==> src/rtl/onehot_to_index_pkg.sv <==
// Shared constants and helpers for the one-hot to binary index encoder.
package onehot_to_index_pkg;

    // Bit-numbering conventions accepted by the DIRECTION parameter.
    localparam string DIR_LSB0 = "LSB0";
    localparam string DIR_MSB0 = "MSB0";

    // Position reported for input bit bit_idx under the chosen numbering.
    function automatic int unsigned bit_position(
        input int unsigned bit_idx,
        input int unsigned num_signals,
        input bit          msb0
    );
        return msb0 ? (num_signals - 1 - bit_idx) : bit_idx;
    endfunction

endpackage

==> src/rtl/onehot_to_index_comb.sv <==
// Purely combinational one-hot encoder: OR of per-bit index codes, plus
// any-set and multi-hot detection. No clock, no reset.
module onehot_to_index_comb
    import onehot_to_index_pkg::*;
#(
    parameter int    NUM_SIGNALS = 4,
    parameter string DIRECTION   = DIR_LSB0,
    parameter int    INDEX_WIDTH = $clog2(NUM_SIGNALS)
) (
    input  logic [NUM_SIGNALS-1:0] one_hot,
    output logic [INDEX_WIDTH-1:0] index,
    output logic                   any_set,
    output logic                   multi_hot
);

    localparam bit MSB0 = (DIRECTION == DIR_MSB0);

    // Per-bit code, gated by its request bit; zero when the bit is clear.
    logic [NUM_SIGNALS-1:0][INDEX_WIDTH-1:0] lane_code;

    // Subtrahend for the clear-lowest-set-bit trick.
    localparam logic [NUM_SIGNALS-1:0] ONE = {{(NUM_SIGNALS-1){1'b0}}, 1'b1};

    genvar i;
    generate
        for (i = 0; i < NUM_SIGNALS; i++) begin : g_lane
            // Codes are truncated to INDEX_WIDTH; only matters if the
            // index width was overridden narrower than clog2.
            localparam int unsigned            POS  = bit_position(i, NUM_SIGNALS, MSB0);
            localparam logic [INDEX_WIDTH-1:0] CODE = INDEX_WIDTH'(POS);
            assign lane_code[i] = one_hot[i] ? CODE : '0;
        end
    endgenerate

    // Flat OR of all gated codes; deliberately no priority chain so the
    // multi-hot result is the OR of the individual indices.
    always_comb begin
        index = '0;
        for (int k = 0; k < NUM_SIGNALS; k++) begin
            index = index | lane_code[k];
        end
    end

    // Any request present.
    always_comb begin
        any_set = |one_hot;
    end

    // Clearing the lowest set bit leaves something only if 2+ bits were set.
    always_comb begin
        multi_hot = ((one_hot & (one_hot - ONE)) != '0);
    end

endmodule

==> src/rtl/onehot_to_index.sv <==
// One-hot to binary index encoder. Zero-latency combinational outputs plus
// a registered copy and a sticky multi-hot error flag for debug.
module onehot_to_index
    import onehot_to_index_pkg::*;
#(
    parameter int    NUM_SIGNALS      = 4,
    parameter string DIRECTION        = DIR_LSB0,
    parameter int    INDEX_WIDTH      = $clog2(NUM_SIGNALS),
    // Set to 0 in environments that drive multi-hot inputs on purpose.
    parameter bit    ASSERT_MULTI_HOT = 1'b1
) (
    input  logic                   clk,
    input  logic                   reset,
    input  logic [NUM_SIGNALS-1:0] one_hot,
    output logic [INDEX_WIDTH-1:0] index,
    output logic                   any_set,
    output logic                   multi_hot,
    output logic [INDEX_WIDTH-1:0] index_r,
    output logic                   any_set_r,
    output logic                   error_sticky
);

    onehot_to_index_comb #(
        .NUM_SIGNALS (NUM_SIGNALS),
        .DIRECTION   (DIRECTION),
        .INDEX_WIDTH (INDEX_WIDTH)
    ) u_comb (
        .one_hot   (one_hot),
        .index     (index),
        .any_set   (any_set),
        .multi_hot (multi_hot)
    );

    // Registered copy of the encoder result; captured every edge, no enable.
    always_ff @(posedge clk or posedge reset) begin
        if (reset) begin
            index_r   <= '0;
            any_set_r <= 1'b0;
        end else begin
            index_r   <= index;
            any_set_r <= any_set;
        end
    end

    // Sticky error: latches any multi-hot seen at an edge until reset.
    always_ff @(posedge clk or posedge reset) begin
        if (reset) begin
            error_sticky <= 1'b0;
        end else if (multi_hot) begin
            error_sticky <= 1'b1;
        end
    end

    generate
        if (ASSERT_MULTI_HOT) begin : g_chk
            // Flag illegal multi-hot requests outside reset.
            always @(posedge clk) begin
                if (!reset) begin
                    assert (!multi_hot)
                        else $error("onehot_to_index: multi-hot input %b", one_hot);
                end
            end
        end
    endgenerate

endmodule

==> config.mk <==
export PLATFORM = sky130hd
export DESIGN_NAME = onehot_to_index
export DESIGN_NICKNAME = d
export VERILOG_FILES = /design/src/rtl/onehot_to_index_pkg.sv /design/src/rtl/onehot_to_index_comb.sv /design/src/rtl/onehot_to_index.sv
export SDC_FILE = /design/constraint.sdc
export NUM_CORES = 1
export LEC_CHECK = 0
export ABC_AREA = 1
export CAP_MARGIN = 20
export CORE_AREA = 2 2 39 41
export DETAILED_ROUTE_END_ITERATION = 10
export DIE_AREA = 0 0 41 43
export PLACE_DENSITY = 0.4
export RECOVER_POWER = 25
export SETUP_SLACK_MARGIN = 0.3
export SLEW_MARGIN = 20
export SYNTH_ARGS = -nofsm -noshare
export SYNTH_HDL_FRONTEND = slang
export SYNTH_HIERARCHICAL = 1
export SYNTH_SLANG_ARGS = --single-unit
==> constraint.sdc <==
create_clock -name clk -period 1.5 [get_ports clk]
set_clock_uncertainty 0.05 [all_clocks]
set_input_delay 0.225 -clock clk [delete_from_list [all_inputs] [get_ports clk]]
set_output_delay 0.225 -clock clk [all_outputs]
set_load 0.01 [all_outputs]
[Yosys cells after proc, flatten, opt, wreduce, memory -nomap -nowiden]
Cells that the tools add are included.
Cells by class
  add/subtract/negate cells: 1
  multipliers: 0
  divide/modulo/power cells: 0
  magnitude comparators: 0
  equality and inequality tests: 0
  shifts and indexed selects: 0
  mux-type cells: 3
  bitwise logic cells: 3
  reduce and logical (&&, ||, !) cells: 2
Operators with widths (count)
  $and 4x4->4: 1
  $mux 2: 2
  $or 2x2->2: 2
  $reduce_bool 4->1: 1
  $reduce_or 4->1: 1
  $sub 4x1->4 const B: 1
  $mux 1: 1
Storage, ports and cells
  register bits after elaboration: 4
  latch bits: 0
  RAM bits: 0
  ROM bits: 0
  input port bits: 6
  output and inout port bits: 8
  logic and storage cells: 12
  memories: 0

[Depth between registers and ports, before layout]
Gate-level depths: netlist of run 1.
  depth in word-level cells: 3
  gate-level depth with buffers: 6
  depth with buffers taken out: 6

[By module]
Netlist of run 1, hierarchy kept.
By module, submodules not included
  onehot_to_index: instances 1, cells an instance 8, area an instance 115.1 um2, sequential area each 100.1 um2
  onehot_to_index_comb: instances 1, cells an instance 11, area an instance 46.3 um2, sequential area each 0.0 um2

[Worst setup path before layout of run 1]
Ideal clock, no wire load.
  path type: input -> output
  start: in one_hot[3]
  end: out multi_hot
  data arrival time: 0.510 ns
  required time: 1.225 ns
  slack: 0.715 ns
  stages: 4
  buffers on the path: 0
  cell sequence: nor2_2 > nand2_1 > nand2_1 > inv_1
Between the ends
  cells in the longest elaborated chain, start to end: 3
RTL lines
  start, declared: RTL line onehot_to_index.sv:14  | input logic [NUM_SIGNALS-1:0] one_hot,
  $sub 4x1->4: RTL line onehot_to_index_comb.sv:51  | multi_hot = ((one_hot & (one_hot - ONE)) != '0);
  $and 4x4->4 (*): RTL line onehot_to_index_comb.sv:51
  $reduce_bool 4->1 (*): RTL line onehot_to_index_comb.sv:51
  end, declared: RTL line onehot_to_index.sv:17  | output logic multi_hot,
Mark *: on every way between the ends. The rest lies on a longest branch, timed or not.

[Worst setup path after layout of run 1]
  start: in one_hot[2]
  end: out multi_hot
The elaborated chain is that of the path after synthesis.

==> results.toml, run 1 <==
[clocking]
h-tree-depth = 1
clkSinkCount = 4
insertion_delay_ns = 0.23
cts_buffers = 3
cts_buffer_depth = 2
cts_tree = "built"
post_cts_buffers = 0
cts_root_buf = "clkbuf_4"
clkTransAtPathRegs_ns = 0.04

[layout]
fin_nets = 44
fillers = 149
drive_gt1_share_pct = 30.56
layout.cells.non_filler = 52
diodes = 0
syn2layout_area_growth_pct = 99.22

[die]
die_y_um = 43
die_w_um = 41
die_area_um2 = 1763
io_pins = 14
placementRows = 14
core_region_area_um2 = 1384
start_util_pct = 11.66

[routing]
routed-wl-met3_um = 28
drc = 0
finalWirelength_um = 399
dr.pass1.iters = 2
wl_met2_um = 226
drt_iter0_markers = 3
wl_met1_um = 144
top_layer = "met3"
via_count = 168
via_per_inst = 3.231
ant_nets = 0
wl_per_cell_um = 7.673

[synthesis]
synth-seq-area-share_pct = 62.02
syn_area_per_cell_um2 = 8.495
synth_warnings = 6
post-synth-top-area-cell = "dfrtp_1"
syn_inst = 19
synthesis.nets = 25
yosysTopAreaCellShare_pct = 62.02
synthTopCellsByArea = "dfrtp_1, nand2_1, inv_1"
synth_seq_cells = 4
netlist_area_um2 = 161.4
synth_cell_types = 6

[power]
internal_power_uw = 225.2
swShare_pct = 22.03
seq_power_share_pct = 39.0
p_clk_share_pct = 44.8
p_per_area_nw_per_um2 = 898.0
vdd_drop_max_v = 0.0002182
p_sw_uw = 63.60
power_uw = 288.8
p_leak_nw = 0.1571
power_frac_comb_pct = 16.2

[timing]
slew_violations = 0
setup_viol = 0
hold_viol = 0
fmax_mhz = 866.0
fin_crit_sh_pct = 76.98
finalCriticalPeriod_ns = 1.155
slew_headroom_pct = 89.98
tightest_slew_ns = 0.1502
grt_setup_unrepaired = "yes"

[critical_path]
cp_max_fo = 3
cp-start-kind = "primary input"
worstSetupPathType = "primary input to output port"
worstPathArrival_ns = 0.88
required_ns = 1.22
endpoint_kind = "output port"
worst-r2r-cell-count = 2

[job]
drv_cap = 0

[global_routing]
grtUsageTotal_pct = 5.528
grt_pass1_wl_um = 648
grt_pass1_vias = 175
antenna_found_initial = 0
grt_overflow = 0
grt_max_degree = 5

[placement]
placedCellCount = 49
io_buffers = 13
gp_congestion = 0.5925

[run_status]
status = "completed"

[hold_path]
hold_class = "primary input to asynchronous set/reset pin"
[cell usage after synthesis]
cell     n
dfrtp_1  4
inv_1    5
nand2_1  7
nor2_1   1
nor2_2   1
or2_1    1
[what timing repair did]
action                                  in CTS  in global routing
resized for setup                           23                  4
pin swaps                                    3                  2
hold buffers                                 0                  0
endpoints found under the setup margin       8                  2
[metrics by stage]
stage	hold WS (ns)	setup WS (ns)	instance area, um^2	util, %	TNS (ns)
after detailed placement	0.3663	-0.2784	319.1	23.06	-0.8413
after global placement	0.3666	-0.2532	319.1	23.06	-0.7932
after global routing	0.2883	0.2639	321.6	23.24	0
final	0.2709	0.3452	321.6	23.24	0
after floorplan	-0.05892	0.7153	161.4	-	0
after CTS	0.1302	0.3043	319.1	23.06	0
[registers in the layout, indices dropped and copies added (netlist names)]
name,flops
index_r,2
error_sticky,1
any_set_r,1
[metal layers]
| layer | up-vias | global-route usage [%] |
|---|---|---|
| met3 | 0 | 0 |
| met2 | 9 | 9.063 |
| li1 | 87 | - |
| met5 | - | 0 |
| met4 | 0 | 6.000 |
| met1 | 72 | 5.484 |
[worst max-delay path, stage by stage]
cell	delay, ns
dlygate4sd2_1	0.25
nor2_2	0.12
nand2_1	0.07
nand2_1	0.07
inv_2	0.04
buf_6	0.11
[final timing paths]
kind	start	slack (ns)	endpoint
max	one_hot[2]	0.35	multi_hot
min	reset	0.27	any_set_r
max reg2reg	error_sticky	0.88	error_sticky
min reg2reg	error_sticky	0.40	error_sticky
max in group asynchronous	reset	0.98	index_r[0]
min in group clk	one_hot[3]	0.32	index_r[1]
[area by class of cell]
cell class | instances | area, um^2 | share of cell area, %
Sequential cell | 4 | 100.1 | 31.13
Timing Repair Buffer | 14 | 115.1 | 35.80
Tap cell | 16 | 20.02 | 6.226
Clock buffer | 3 | 22.52 | 7.004
Multi-Input combinational cell | 10 | 45.04 | 14.01
Inverter | 5 | 18.77 | 5.837
[logic make-up after synthesis]
logic type	Yosys count	synth area share (%)
AND/OR/NAND/NOR	10	26.36
flip-flops	4	62.02
buffers and inverters	5	11.63
[power groups by stage]
stage                     logic, mW  clock network (mW)  registers (mW)
after global placement       0.0543                   0           0.114
after detailed placement     0.0553                   0           0.114
after CTS                    0.0449               0.135           0.113
after global routing         0.0526               0.143           0.113
after floorplan              0.0145                   0           0.116
final                        0.0467               0.129           0.113
[layout by cell type, fill, tap and decap left out]
cell type	n
nor2_2	2
buf_6	1
nand2_1	7
dfrtp_1	4
dlygate4sd3_1	1
buf_2	2
clkbuf_4	3
dlygate4sd2_1	7
clkdlybuf4s15_1	1
inv_1	4
buf_4	1
clkbuf_2	1
inv_2	1
or2_1	1
Power figures use the tool's default switching activity.
==> run 2: changes to the inputs <==
--- a/config.mk
+++ b/config.mk
@@ -10,7 +10,7 @@
 export CORE_AREA = 2 2 39 41
 export DETAILED_ROUTE_END_ITERATION = 10
 export DIE_AREA = 0 0 41 43
-export PLACE_DENSITY = 0.4
+export PLACE_DENSITY = 0.41
 export RECOVER_POWER = 25
 export SETUP_SLACK_MARGIN = 0.3
 export SLEW_MARGIN = 20
==> constraint.sdc (replaced) <==
create_clock -name clk -period 0.9 [get_ports clk]
set_clock_uncertainty 0.05 [all_clocks]
set_input_delay 0.135 -clock clk [delete_from_list [all_inputs] [get_ports clk]]
set_output_delay 0.135 -clock clk [all_outputs]
set_load 0.01 [all_outputs]
==> run 2 against run 1 <==
  * The run now ends with negative setup slack left
  * Flip-flop and latch count unchanged
  * Utilization increased by 6.1 points
  * Worst setup slack got worse by 0.36 ns
  * Non-clock buffer count up 3
  * First-iteration DRC count decreased by 100%
  * Critical path depth shrank 5
  * Largest power group unchanged
==> results.toml, run 2 (synthesis results as in run 1) <==
[run_status]
status = "finished with violations"
failed_checks = "negative setup slack"

[critical_path]
cp_num_cells = 1
path_delay_family = "flip-flops"
cp_max_fo = 2
critPathCapture = "error_sticky"
reg2reg_slack_ns = 0.28
cp_cell_sequence = "buf_2"
timing.rr.end = "error_sticky"
worstSetupPathType = "register to output port"
slowest_stage = "dfrtp_1"
endpoint_kind = "output port"
required_ns = 0.71
path_buf_inv = 1
worstPathArrival_ns = 0.73
startpoint = "error_sticky"
worst-r2r-cell-count = 2
reg2reg_from = "error_sticky"
cp-start-kind = "register"
slowest_delay_ns = 0.36

[routing]
drt_iter0_markers = 0
via_count = 182
wl_per_cell_um = 8.309
ant_nets = 0
drc = 0
dr.pass1.iters = 1
via_per_inst = 3.309
finalWirelength_um = 457

[power]
p_leak_nw = 0.1971
vdd_drop_max_v = 0.0002933
power_uw = 530.7
p_per_area_nw_per_um2 = 1309

[clocking]
cts_root_buf = "clkbuf_4"
cts_tree = "built"
insertion_delay_ns = 0.23
cts_buffer_depth = 2
clkTransAtPathRegs_ns = 0.04
holdBufCountCts = 0
cts_buffers = 3
h-tree-depth = 1
clkSinkCount = 4

[timing]
slew_violations = 0
fmax_mhz = 1090
hold_viol = 0
tightest_slew_ns = 0.1446
slew_headroom_pct = 90.35
fin_ws_ns = -0.01717
finalCriticalPeriod_ns = 0.9172
fin_crit_sh_pct = 101.9
grt_setup_unrepaired = "yes"
setup_viol = 1

[hold_path]
hold_class = "primary input to register"
min_delay_path_depth = 2

[die]
die_w_um = 41
core_region_area_um2 = 1384
placementRows = 14
die_area_um2 = 1763
die_y_um = 43
start_util_pct = 11.66
io_pins = 14

[layout]
final_common_cell = "buf_6"
drive_gt1_share_pct = 66.67
layout_common_cells = "buf_6, nand2_1, dfrtp_1"
syn2layout_area_growth_pct = 151.2
fin_nets = 47
largest-register = "index_r"
fillers = 160
largestRegisters = "index_r (2), any_set_r (1), error_sticky (1)"
diodes = 0
largest_reg_flops = 2

[global_routing]
grt_max_degree = 5
antenna_found_initial = 0
grt_pass1_wl_um = 621
grtUsageTotal_pct = 5.829
grt_pass1_vias = 193
grt_overflow = 0

[placement]
io_buffers = 13
gp_congestion = 0.6168
pre_cts_ws_ns = -0.7486

[job]
drv_cap = 0
==> run 2: layout make-up <==
type,instances,area [um^2],share of cell area [%]
sequential,4,100.1,24.69
clock buffer,3,22.52,5.556
timing repair buffer,17,181.4,44.75
inverter,5,21.27,5.247
tap,16,20.02,4.938
multi-input combinational,10,60.06,14.81
==> run 2: stage by stage <==
stage | cells | utilization (%) | hold WS [ns] | cell area [um^2] | setup TNS (ns)
after floorplan | 19 | - | -0.1489 | 168.9 | 0
after global placement | 49 | 23.60 | 0.2745 | 326.6 | -3.746
after detailed placement | 49 | 23.60 | 0.2889 | 326.6 | -3.879
after CTS | 54 | 26.49 | 0.04598 | 366.6 | -0.03930
after global routing | 55 | 29.29 | 0.08719 | 405.4 | -0.07412
final | 55 | 29.29 | 0.08233 | 405.4 | -0.01717
==> run 2: metal layers <==
metal | up-vias | share of wire (%) | GRT usage, %
met4 | 0 | 0 | 8.000
met1 | 80 | 26 | 2.903
met5 | - | 0 | 0
li1 | 93 | - | -
met3 | 0 | 9.2 | 0
met2 | 9 | 64 | 11.56
==> run 2: worst min path at each step <==
stage / to / slack, ns / from
2_1_floorplan: any_set_r / -0.15 / reset
3_3_place_gp: error_sticky / 0.27 / reset
3_5_place_dp: index_r[1] / 0.29 / reset
4_1_cts: index_r[0] / 0.05 / reset
5_1_grt: index_r[0] / 0.09 / one_hot[3]
6_report: index_r[0] / 0.08 / one_hot[3]
==> run 2: worst reg2reg max path: stages (launching register included) <==
cell and delay [ns]:
dfrtp_1 0.36, inv_1 0.05, nand2_1 0.04
==> run 2: repair_timing <==
item	CTS	global route
pin swaps	6	5
setup buffers	2	1
endpoints found under the hold margin	0	0
setup endpoints to repair	12	9
resized for setup	64	7
==> run 2: power by group <==
part | switching [mW] | internal (mW) | total (mW)
registers | 0.00194 | 0.187 | 0.189
clock network | 0.0671 | 0.149 | 0.216
logic | 0.0489 | 0.0774 | 0.126
